[src/rtl/loader_pkg.sv]
// Shared constants and state encoding for the instruction-memory loader.
package loader_pkg;

    localparam logic [7:0] SYNC_BYTE = 8'hA5;

    typedef enum logic [2:0] {
        StIdle,
        StLen,
        StData,
        StWrite,
        StCsum,
        StDone,
        StErr
    } state_e;

endpackage

[src/rtl/byte_packer.sv]
// Packs a little-endian byte stream into words: the first byte of a word lands in
// bits 7:0. word_ready_o pulses for one cycle after the final byte of a word is taken.
module byte_packer #(
    parameter int unsigned WIDTH = 32
) (
    input  logic             clk,
    input  logic             reset,
    input  logic             clear_i,
    input  logic             byte_valid_i,
    input  logic [7:0]       byte_data_i,
    output logic             last_byte_o,
    output logic             word_ready_o,
    output logic [WIDTH-1:0] word_o
);

    logic [1:0]       cnt_q, cnt_d;
    logic [WIDTH-1:0] word_q, word_d;
    logic             ready_q, ready_d;

    // Next-state: shift bytes in from the top so the oldest byte ends up lowest.
    always_comb begin
        cnt_d   = cnt_q;
        word_d  = word_q;
        ready_d = 1'b0;
        if (clear_i) begin
            cnt_d = 2'd0;
        end else if (byte_valid_i) begin
            word_d  = {byte_data_i, word_q[WIDTH-1:8]};
            cnt_d   = cnt_q + 2'd1;
            ready_d = (cnt_q == 2'd3);
        end
    end

    // State registers.
    always_ff @(posedge clk or negedge reset) begin
        if (!reset) begin
            cnt_q   <= 2'd0;
            word_q  <= '0;
            ready_q <= 1'b0;
        end else begin
            cnt_q   <= cnt_d;
            word_q  <= word_d;
            ready_q <= ready_d;
        end
    end

    assign last_byte_o  = (cnt_q == 2'd3);
    assign word_ready_o = ready_q;
    assign word_o       = word_q;

endmodule

[src/rtl/imem_loader.sv]
// Boot-time instruction-memory loader: takes a framed byte stream, writes words to
// sequential imem addresses and releases the core from reset once a frame is complete.
// Optional build macro CHECKSUM_EN adds a trailing XOR checksum byte to each frame.
module imem_loader
    import loader_pkg::*;
#(
    parameter int unsigned WIDTH  = 32,
    parameter int unsigned ADDR_W = 6
) (
    input  logic              clk,
    input  logic              reset,
    input  logic              in_valid,
    input  logic [7:0]        in_data,
    output logic              in_ready,
    output logic              imem_we,
    output logic [ADDR_W-1:0] imem_addr,
    output logic [WIDTH-1:0]  imem_wdata,
    output logic              core_reset_n,
    output logic              done,
    output logic              error
);

    localparam int unsigned DEPTH = 1 << ADDR_W;
    localparam int unsigned LEN_W = ADDR_W + 1;

    state_e            state_q, state_d;
    logic [LEN_W-1:0]  cnt_q, cnt_d;     // words written so far in this frame
    logic [LEN_W-1:0]  len_q, len_d;
    logic [ADDR_W-1:0] addr_q, addr_d;
    logic              accept, is_sync;
    logic              pk_clear, pk_valid, pk_last, pk_ready;
    logic [WIDTH-1:0]  pk_word;
`ifdef CHECKSUM_EN
    logic [7:0]        csum_q, csum_d;
`endif

    assign accept  = in_valid && in_ready;
    assign is_sync = (in_data == SYNC_BYTE);

    byte_packer #(
        .WIDTH(WIDTH)
    ) u_packer (
        .clk         (clk),
        .reset       (reset),
        .clear_i     (pk_clear),
        .byte_valid_i(pk_valid),
        .byte_data_i (in_data),
        .last_byte_o (pk_last),
        .word_ready_o(pk_ready),
        .word_o      (pk_word)
    );

    // Frame-parsing FSM next-state logic.
    always_comb begin
        state_d  = state_q;
        cnt_d    = cnt_q;
        len_d    = len_q;
        addr_d   = addr_q;
        pk_clear = 1'b0;
        pk_valid = 1'b0;
`ifdef CHECKSUM_EN
        csum_d   = csum_q;
`endif
        unique case (state_q)
            StIdle, StDone, StErr: begin
                if (accept && is_sync) begin
                    state_d  = StLen;
                    cnt_d    = '0;
                    addr_d   = '0;
                    pk_clear = 1'b1;
`ifdef CHECKSUM_EN
                    csum_d   = 8'h00;
`endif
                end
            end
            StLen: begin
                if (accept) begin
                    if (in_data == 8'h00 || {24'd0, in_data} > DEPTH) begin
                        state_d = StErr;
                    end else begin
                        len_d   = in_data[LEN_W-1:0];
                        state_d = StData;
                    end
                end
            end
            StData: begin
                if (accept) begin
                    pk_valid = 1'b1;
`ifdef CHECKSUM_EN
                    csum_d   = csum_q ^ in_data;
`endif
                    if (pk_last) begin
                        addr_d  = cnt_q[ADDR_W-1:0];
                        state_d = StWrite;
                    end
                end
            end
            StWrite: begin
                cnt_d = cnt_q + LEN_W'(1);
                if ((cnt_q + LEN_W'(1)) == len_q) begin
`ifdef CHECKSUM_EN
                    state_d = StCsum;
`else
                    state_d = StDone;
`endif
                end else begin
                    state_d = StData;
                end
            end
            StCsum: begin
`ifdef CHECKSUM_EN
                if (accept) begin
                    state_d = (in_data == csum_q) ? StDone : StErr;
                end
`else
                state_d = StErr;
`endif
            end
            default: state_d = StIdle;
        endcase
    end

    // FSM and frame bookkeeping registers.
    always_ff @(posedge clk or negedge reset) begin
        if (!reset) begin
            state_q <= StIdle;
            cnt_q   <= '0;
            len_q   <= '0;
            addr_q  <= '0;
`ifdef CHECKSUM_EN
            csum_q  <= 8'h00;
`endif
        end else begin
            state_q <= state_d;
            cnt_q   <= cnt_d;
            len_q   <= len_d;
            addr_q  <= addr_d;
`ifdef CHECKSUM_EN
            csum_q  <= csum_d;
`endif
        end
    end

    // One bubble per word: no byte is taken while the word is being written.
    assign in_ready     = (state_q != StWrite);
    assign imem_we      = pk_ready;
    assign imem_addr    = addr_q;
    assign imem_wdata   = pk_word;
    assign core_reset_n = (state_q == StDone);
    assign done         = (state_q == StDone);
    assign error        = (state_q == StErr);

endmodule

[config.mk]
export PLATFORM = sky130hd
export DESIGN_NAME = imem_loader
export DESIGN_NICKNAME = d
export VERILOG_FILES = /design/src/rtl/loader_pkg.sv /design/src/rtl/byte_packer.sv /design/src/rtl/imem_loader.sv
export SDC_FILE = /design/constraint.sdc
export NUM_CORES = 1
export LEC_CHECK = 0
export CAP_MARGIN = 15
export CORE_ASPECT_RATIO = 0.75
export CORE_MARGIN = 5
export CORE_UTILIZATION = 52
export CTS_CLUSTER_DIAMETER = 150
export DETAILED_ROUTE_END_ITERATION = 10
export PLACE_DENSITY = 0.86
export REMOVE_ABC_BUFFERS = 1
export SLEW_MARGIN = 15
export SYNTH_ARGS = -nofsm -noshare
export SYNTH_HDL_FRONTEND = slang
export SYNTH_HIERARCHICAL = 1
export SYNTH_SLANG_ARGS = --single-unit
export TNS_END_PERCENT = 100
[constraint.sdc]
create_clock -name clk -period 2.4 [get_ports clk]
set_clock_uncertainty 0.05 [all_clocks]
set_input_delay 0.6 -clock clk [delete_from_list [all_inputs] [get_ports clk]]
set_output_delay 0.6 -clock clk [all_outputs]
set_load 0.02 [all_outputs]
==> results.py, run 1 <==
metrics = {
    "detailed_routing": {
        "vias": 2000,
        "wirelength_um": 6491,
        "first_iter_violations": 131,
        "final_antenna_net_count": 0,
        "via_per_inst": 5.319,
        "firstDrtPassIters": 4,
        "drc": 0,
        "post_drt_wl_per_cell_um": 17.26,
    },
    "worst_setup_path": {
        "worst-r2r-setup-slack_ps": 330,
        "critPathLaunchType": "input pin",
        "crit_arrival_ps": 2550,
        "r2r_cells": 6,
        "cp_max_fo": 6,
        "crit_type": "input pin to flip-flop",
        "required_ps": 2590,
        "cp-end-kind": "flip-flop",
    },
    "global_routing": {
        "grt_pass1_vias": 2047,
        "grt_overflow": 0,
        "track_usage_pct": 20.44,
        "antenna_found_initial": 0,
        "use_met2_pct": 32.12,
        "top_usage_layer": "met2",
        "grt_max_degree": 27,
        "grtUsageMet3_pct": 8.598,
        "grtUsageMet1_pct": 25.36,
        "grt_pass1_wl_um": 10430,
    },
    "floorplanning": {
        "dieArea_um2": 7033,
        "die_x_um": 95.19,
        "ios": 54,
        "core-area_um2": 5324,
        "die_h_um": 73.89,
        "start_util_pct": 53.16,
        "rows": 23,
    },
    "sta": {
        "setup_viol": 0,
        "worst_pin_slew_ps": 578.8,
        "slew_headroom_pct": 61.23,
        "report.final.hold_viol_count": 0,
        "grt_setup_unrepaired": "false",
        "final_max_slew_viol_count": 0,
        "min_period_over_period_pct": 98.40,
        "whs_ps": 187.9,
        "period_minus_slack_ps": 2361,
        "fmax_mhz": 423.5,
    },
    "job": {
        "maxCapViolCount": 0,
    },
    "layout": {
        "nets": 309,
        "fillers": 363,
        "synthToLayoutAreaGrowth_pct": 33.29,
        "drive_gt1_share_pct": 29.90,
        "final_util_pct": 70.86,
        "diodes": 0,
        "design_area_um2": 3772,
    },
    "power": {
        "fin_total_pwr_mw": 5.771,
        "powerDensity_nw_per_um2": 1530,
        "max-vdd-ir-drop_mv": 0.7947,
        "p_leak_nw": 1.700,
    },
    "placement": {
        "port_buffers": 53,
        "dpl.hpwl_um": 4557,
        "place_area_um2": 3552,
        "gp_congestion": 0.8762,
    },
    "clock_network": {
        "numCtsBuffers": 9,
        "cts_root_buf": "clkbuf_8",
        "clkLatencyLatePin_ps": 350,
        "cts_buffer_depth": 2,
        "htree_num_levels": 3,
        "cts_tree": "yes",
        "clkSinkCount": 58,
        "cts.clk_slew.worst_paths_ps": 80,
    },
    "yosys": {
        "synth_top_area_share_pct": 51.28,
        "synth_cells": 219,
        "yosysSeqAreaShare_pct": 51.28,
        "avgSynthCellArea_um2": 12.92,
        "synth_edf_count": 0,
        "ys_async_sr_fraction_pct": 100.0,
        "ys_warn_count": 6,
        "synthTopCellsByCount": "dfrtp_1 (58), mux2_4 (36), nand2_1 (20)",
        "post_synth_num_cell_types": 46,
        "syn_area_um2": 2830,
        "synth.largest_area_cell": "dfrtp_1",
        "yosysMostFrequentCell": "dfrtp_1",
        "netlist_top_cells_area": "dfrtp_1 (51%), mux2_4 (19%), o21ai_0 (3.2%), nand2_1 (2.7%), buf_12 (2.1%)",
        "synth_seq_cells": 58,
        "synth-main-ff-cell": "dfrtp_1",
    },
    "hold_path": {
        "min-delay-path-class": "input pin to asynchronous set/reset pin",
    },
    "run_status": {
        "run_status": "finished, final reports clean",
    },
}
final cells by class:
type                       count  area (um^2)  share of cell area, %
sequential                    58         1453                  38.51
timing repair buffer          77        750.7                  19.90
clock buffer                   9        123.9                  3.284
clock inverter                 7        77.57                  2.056
inverter                       4        15.01                 0.3980
multi-input combinational    146         1259                  33.37
tap                           75        93.84                  2.488
logic make-up after synthesis:
group	share of synthesized area (%)
buffers and inverters	4.332
muxes	20.65
xor gates and xnor gates	3.713
and+or+nand+nor	11.76
DFF	51.28
adders and majority gates	0.8840
AOI/OAI and AO/OA	7.384
per-stage QoR:
step | setup WS, ps | TNS, ps | instances
after floorplan | -142.4 | -2781 | 208
after global placement | -289.3 | -9988 | 359
after detailed placement | -324.3 | -13030 | 359
after CTS | 44.33 | 0 | 375
after global routing | 14.15 | 0 | 376
final | 38.51 | 0 | 376
critical path, stage by stage:
cell and delay [ps]:
clkdlybuf4s50_1 450, or3_4 400, nor4_2 180, xor2_1 170, nor3_4 290, buf_12 160, mux2_4 290
per-layer routing:
layer / wire, um / vias up / share of wire [%]
li1: - / 928 / -
met1: 2779 / 1000 / 43
met2: 3152 / 62 / 49
met3: 442 / 10 / 6.8
met4: 116 / 0 / 1.8
met5: 0 / - / 0
power by group:
group          total (mW)  switching, mW  internal (mW)  leakage, nW
clock network       0.919          0.434          0.485       0.0885
registers            1.88          0.438           1.44        0.710
logic                2.97           1.31           1.67        0.901
total                5.77           2.18           3.59         1.70
repair_timing:
| item | 4_1_cts | 5_1_grt |
|---|---|---|
| resized for setup | 6 | 1 |
| pin swaps | 0 | 1 |
| endpoints found under the setup margin | 4 | 14 |
| setup buffers | 0 | 1 |
| hold buffers | 0 | 0 |
state kept, by name (all words and copies together), names as in the netlist:
name and count:
cnt_q 7, u_packer/word_o 32, u_packer/cnt_q 2, u_packer/word_ready_o 1, state_q 3, len_q 7, imem_addr 6
final timing paths:
kind                                  endpoint               start
max                                   len_q[4]          in_data[3]
min in group clk            u_packer/word_o[0]  u_packer/word_o[0]
max reg2reg                         state_q[2]            cnt_q[0]
max in group asynchronous           state_q[1]               reset
min reg2reg                 u_packer/word_o[0]  u_packer/word_o[0]
min                        u_packer/word_o[13]               reset
cell usage in the layout, fill, tap and decap left out, drive strengths merged, types with 6 or more instances in the layout:
master,count
buf,25
clkbuf,9
clkdlybuf4s50,48
dfrtp,58
inv,6
mux2,39
nand2,20
nand3,6
nor2,6
o21ai,19
xnor2,6
xor2,6
No activity file was read; power rests on OpenSTA's default activity.
==> inputs of run 2 (changes only) <==
CORE_UTILIZATION = 50   (was 52)
PLACE_DENSITY = 0.83   (was 0.86)
==> run 2 against run 1 <==
Non-clock buffer count unchanged. Maximum frequency decreased by 0.10%. First-iteration DRC count up 9.2%. Largest power group unchanged. Count of clock-buffer cells in the layout increased by 1. Clock power shrank 12%. Total power down 2.1%. Wire length is 0.31% lower. Largest cell class unchanged. Combinational power about the same. Design area increased by 0.30%. Sequential share of layout area shrank 0.11 points. Cell count unchanged. Critical endpoint is now len_q[2]. Critical path depth stayed put.
==> results.py, run 2 (synthesis results as in run 1) <==
metrics = {
    "job": {
        "maxCapViolCount": 0,
    },
    "floorplanning": {
        "rows": 23,
        "core-area_um2": 5410,
        "dieArea_um2": 7281,
        "die_h_um": 75.16,
        "die_x_um": 96.88,
        "ios": 54,
        "start_util_pct": 52.31,
    },
    "power": {
        "fin_total_pwr_mw": 5.648,
        "p_leak_nw": 1.706,
        "powerDensity_nw_per_um2": 1493,
        "combPwrFrac_pct": 52.2,
        "seqPwrFrac_pct": 33.5,
        "max-vdd-ir-drop_mv": 0.8564,
        "clockPowerShare_pct": 14.3,
        "swShare_pct": 38.17,
        "p_sw_mw": 2.156,
        "internal-power_mw": 3.492,
    },
    "detailed_routing": {
        "vias": 1974,
        "firstDrtPassIters": 4,
        "wirelength_um": 6471,
        "post_drt_wl_per_cell_um": 17.21,
        "first_iter_violations": 143,
        "drc": 0,
        "final_antenna_net_count": 0,
        "via_per_inst": 5.250,
    },
    "worst_setup_path": {
        "r2r_cells": 8,
        "critPathBufInv": 2,
        "cp_max_fo": 6,
        "cp-end-kind": "flip-flop",
        "crit_cells": 7,
        "path_cells": "clkdlybuf4s50_1, or3_4, nor4_4, xor2_2, nor3_4, buf_12, mux2_4",
        "crit_type": "input pin to flip-flop",
        "critPathLaunchType": "input pin",
        "slowest_delay_ps": 430,
        "critical-path-top-delay-family": "simple AND/OR/NAND/NOR gates",
        "crit_arrival_ps": 2540,
        "required_ps": 2570,
        "worst-r2r-setup-slack_ps": 310,
        "setup.worst_path.end": "len_q[2]",
        "r2r-end": "u_packer/word_o[20]",
        "startpoint": "in_data[1]",
        "cp_slowest_cell": "clkdlybuf4s50_1",
        "worstReg2RegStart": "state_q[0]",
    },
    "sta": {
        "final_max_slew_viol_count": 0,
        "period_minus_slack_ps": 2364,
        "worst_pin_slew_ps": 558.4,
        "tns_ps": 0,
        "fmax_mhz": 423.0,
        "setup_viol": 0,
        "grt_setup_unrepaired": "false",
        "min_period_over_period_pct": 98.50,
        "slew_headroom_pct": 62.77,
        "report.final.hold_viol_count": 0,
        "setup_slack_ps": 36.06,
    },
    "layout": {
        "drive_gt1_share_pct": 31.23,
        "mostFrequentLayoutCells": "dfrtp_1 (57), clkdlybuf4s50_1 (48), mux2_4 (36)",
        "largest_register_ffs": 32,
        "diodes": 0,
        "synthToLayoutAreaGrowth_pct": 33.69,
        "design_area_um2": 3784,
        "nets": 309,
        "final_cells": 376,
        "layout_commonest_cell": "dfrtp_1",
    },
    "clock_network": {
        "clkLatencyLatePin_ps": 340,
        "cts_root_buf": "clkbuf_8",
        "cts_tree": "yes",
        "numCtsBuffers": 9,
        "clkSinkCount": 58,
        "htree_num_levels": 3,
        "cts.clk_slew.worst_paths_ps": 70,
        "cts_buffer_depth": 2,
        "cts_hold_buffers": 0,
    },
    "global_routing": {
        "track_usage_pct": 19.07,
        "grt_pass1_wl_um": 10630,
        "antenna_found_initial": 0,
        "grt_overflow": 0,
        "grt_pass1_vias": 2044,
        "grt_max_degree": 36,
    },
    "placement": {
        "gp_congestion": 0.8524,
        "dp_cells": 359,
        "dpl.hpwl_um": 4676,
        "port_buffers": 53,
        "place_ws_ps": -371.1,
        "place_area_um2": 3552,
    },
    "hold_path": {
        "min-delay-path-class": "input pin to asynchronous set/reset pin",
    },
    "run_status": {
        "run_status": "finished, final reports clean",
    },
}
[run 2: cell count changes in the layout (fill, tap and decap cells not counted), sizes merged]
cell,delta
clkinv,+4
clkbuf,+1
inv,-2
clkinvlp,-2
bufinv,-1
[run 2: repair_timing]
| action | CTS | global route |
|---|---|---|
| setup endpoints to repair | 4 | 38 |
| buffers inserted | 0 | 1 |
| gates resized for setup | 6 | 6 |
| pin swaps | 0 | 3 |
[run 2: worst min-delay path by stage]
stage                             startpoint                  to  depth (start not counted)  slack (ps)
final                                  reset        imem_addr[4]                          1         190
after CTS                              reset        imem_addr[4]                          1         200
after floorplan                        reset            cnt_q[0]                          0         250
after detailed placement  u_packer/word_o[5]  u_packer/word_o[5]                          1         440
after global routing                   reset        imem_addr[4]                          1         220
after global placement    u_packer/word_o[5]  u_packer/word_o[5]                          1         450
[run 2: cell type report]
type                    count  area (um^2)
fillers                   411         1627
clock buffers              10        137.6
clock inverters             6        42.54
multi-input cells         146         1291
repair buffers             77        750.7
flip-flops and latches     58         1453
well taps                  75        93.84
inverters                   4        15.01
[run 2: metrics by stage]
| stage | hold slack [ps] | utilization [%] |
|---|---|---|
| after floorplan | 254.4 | - |
| after global placement | 447.9 | 65.66 |
| after detailed placement | 444.8 | 65.66 |
| after CTS | 205.0 | 68.96 |
| after global routing | 219.8 | 69.94 |
| final | 187.1 | 69.94 |
[run 2: routing by layer]
layer	global-route usage, %	part of all wire, %	vias up
met5	0	0	-
met4	6.854	1.2	0
met3	7.037	5.8	8
met2	31.65	50	55
met1	23.40	43	984
li1	-	-	927
[run 2: power groups by stage]
stage,Sequential [mW],Clock (mW),Combinational [mW]
floorplan,2.20,0,1.39
global placement,1.85,0,2.83
detailed placement,1.89,0,2.94
CTS,1.89,0.830,2.95
global route,1.96,0.877,3.15
finish,1.89,0.810,2.95
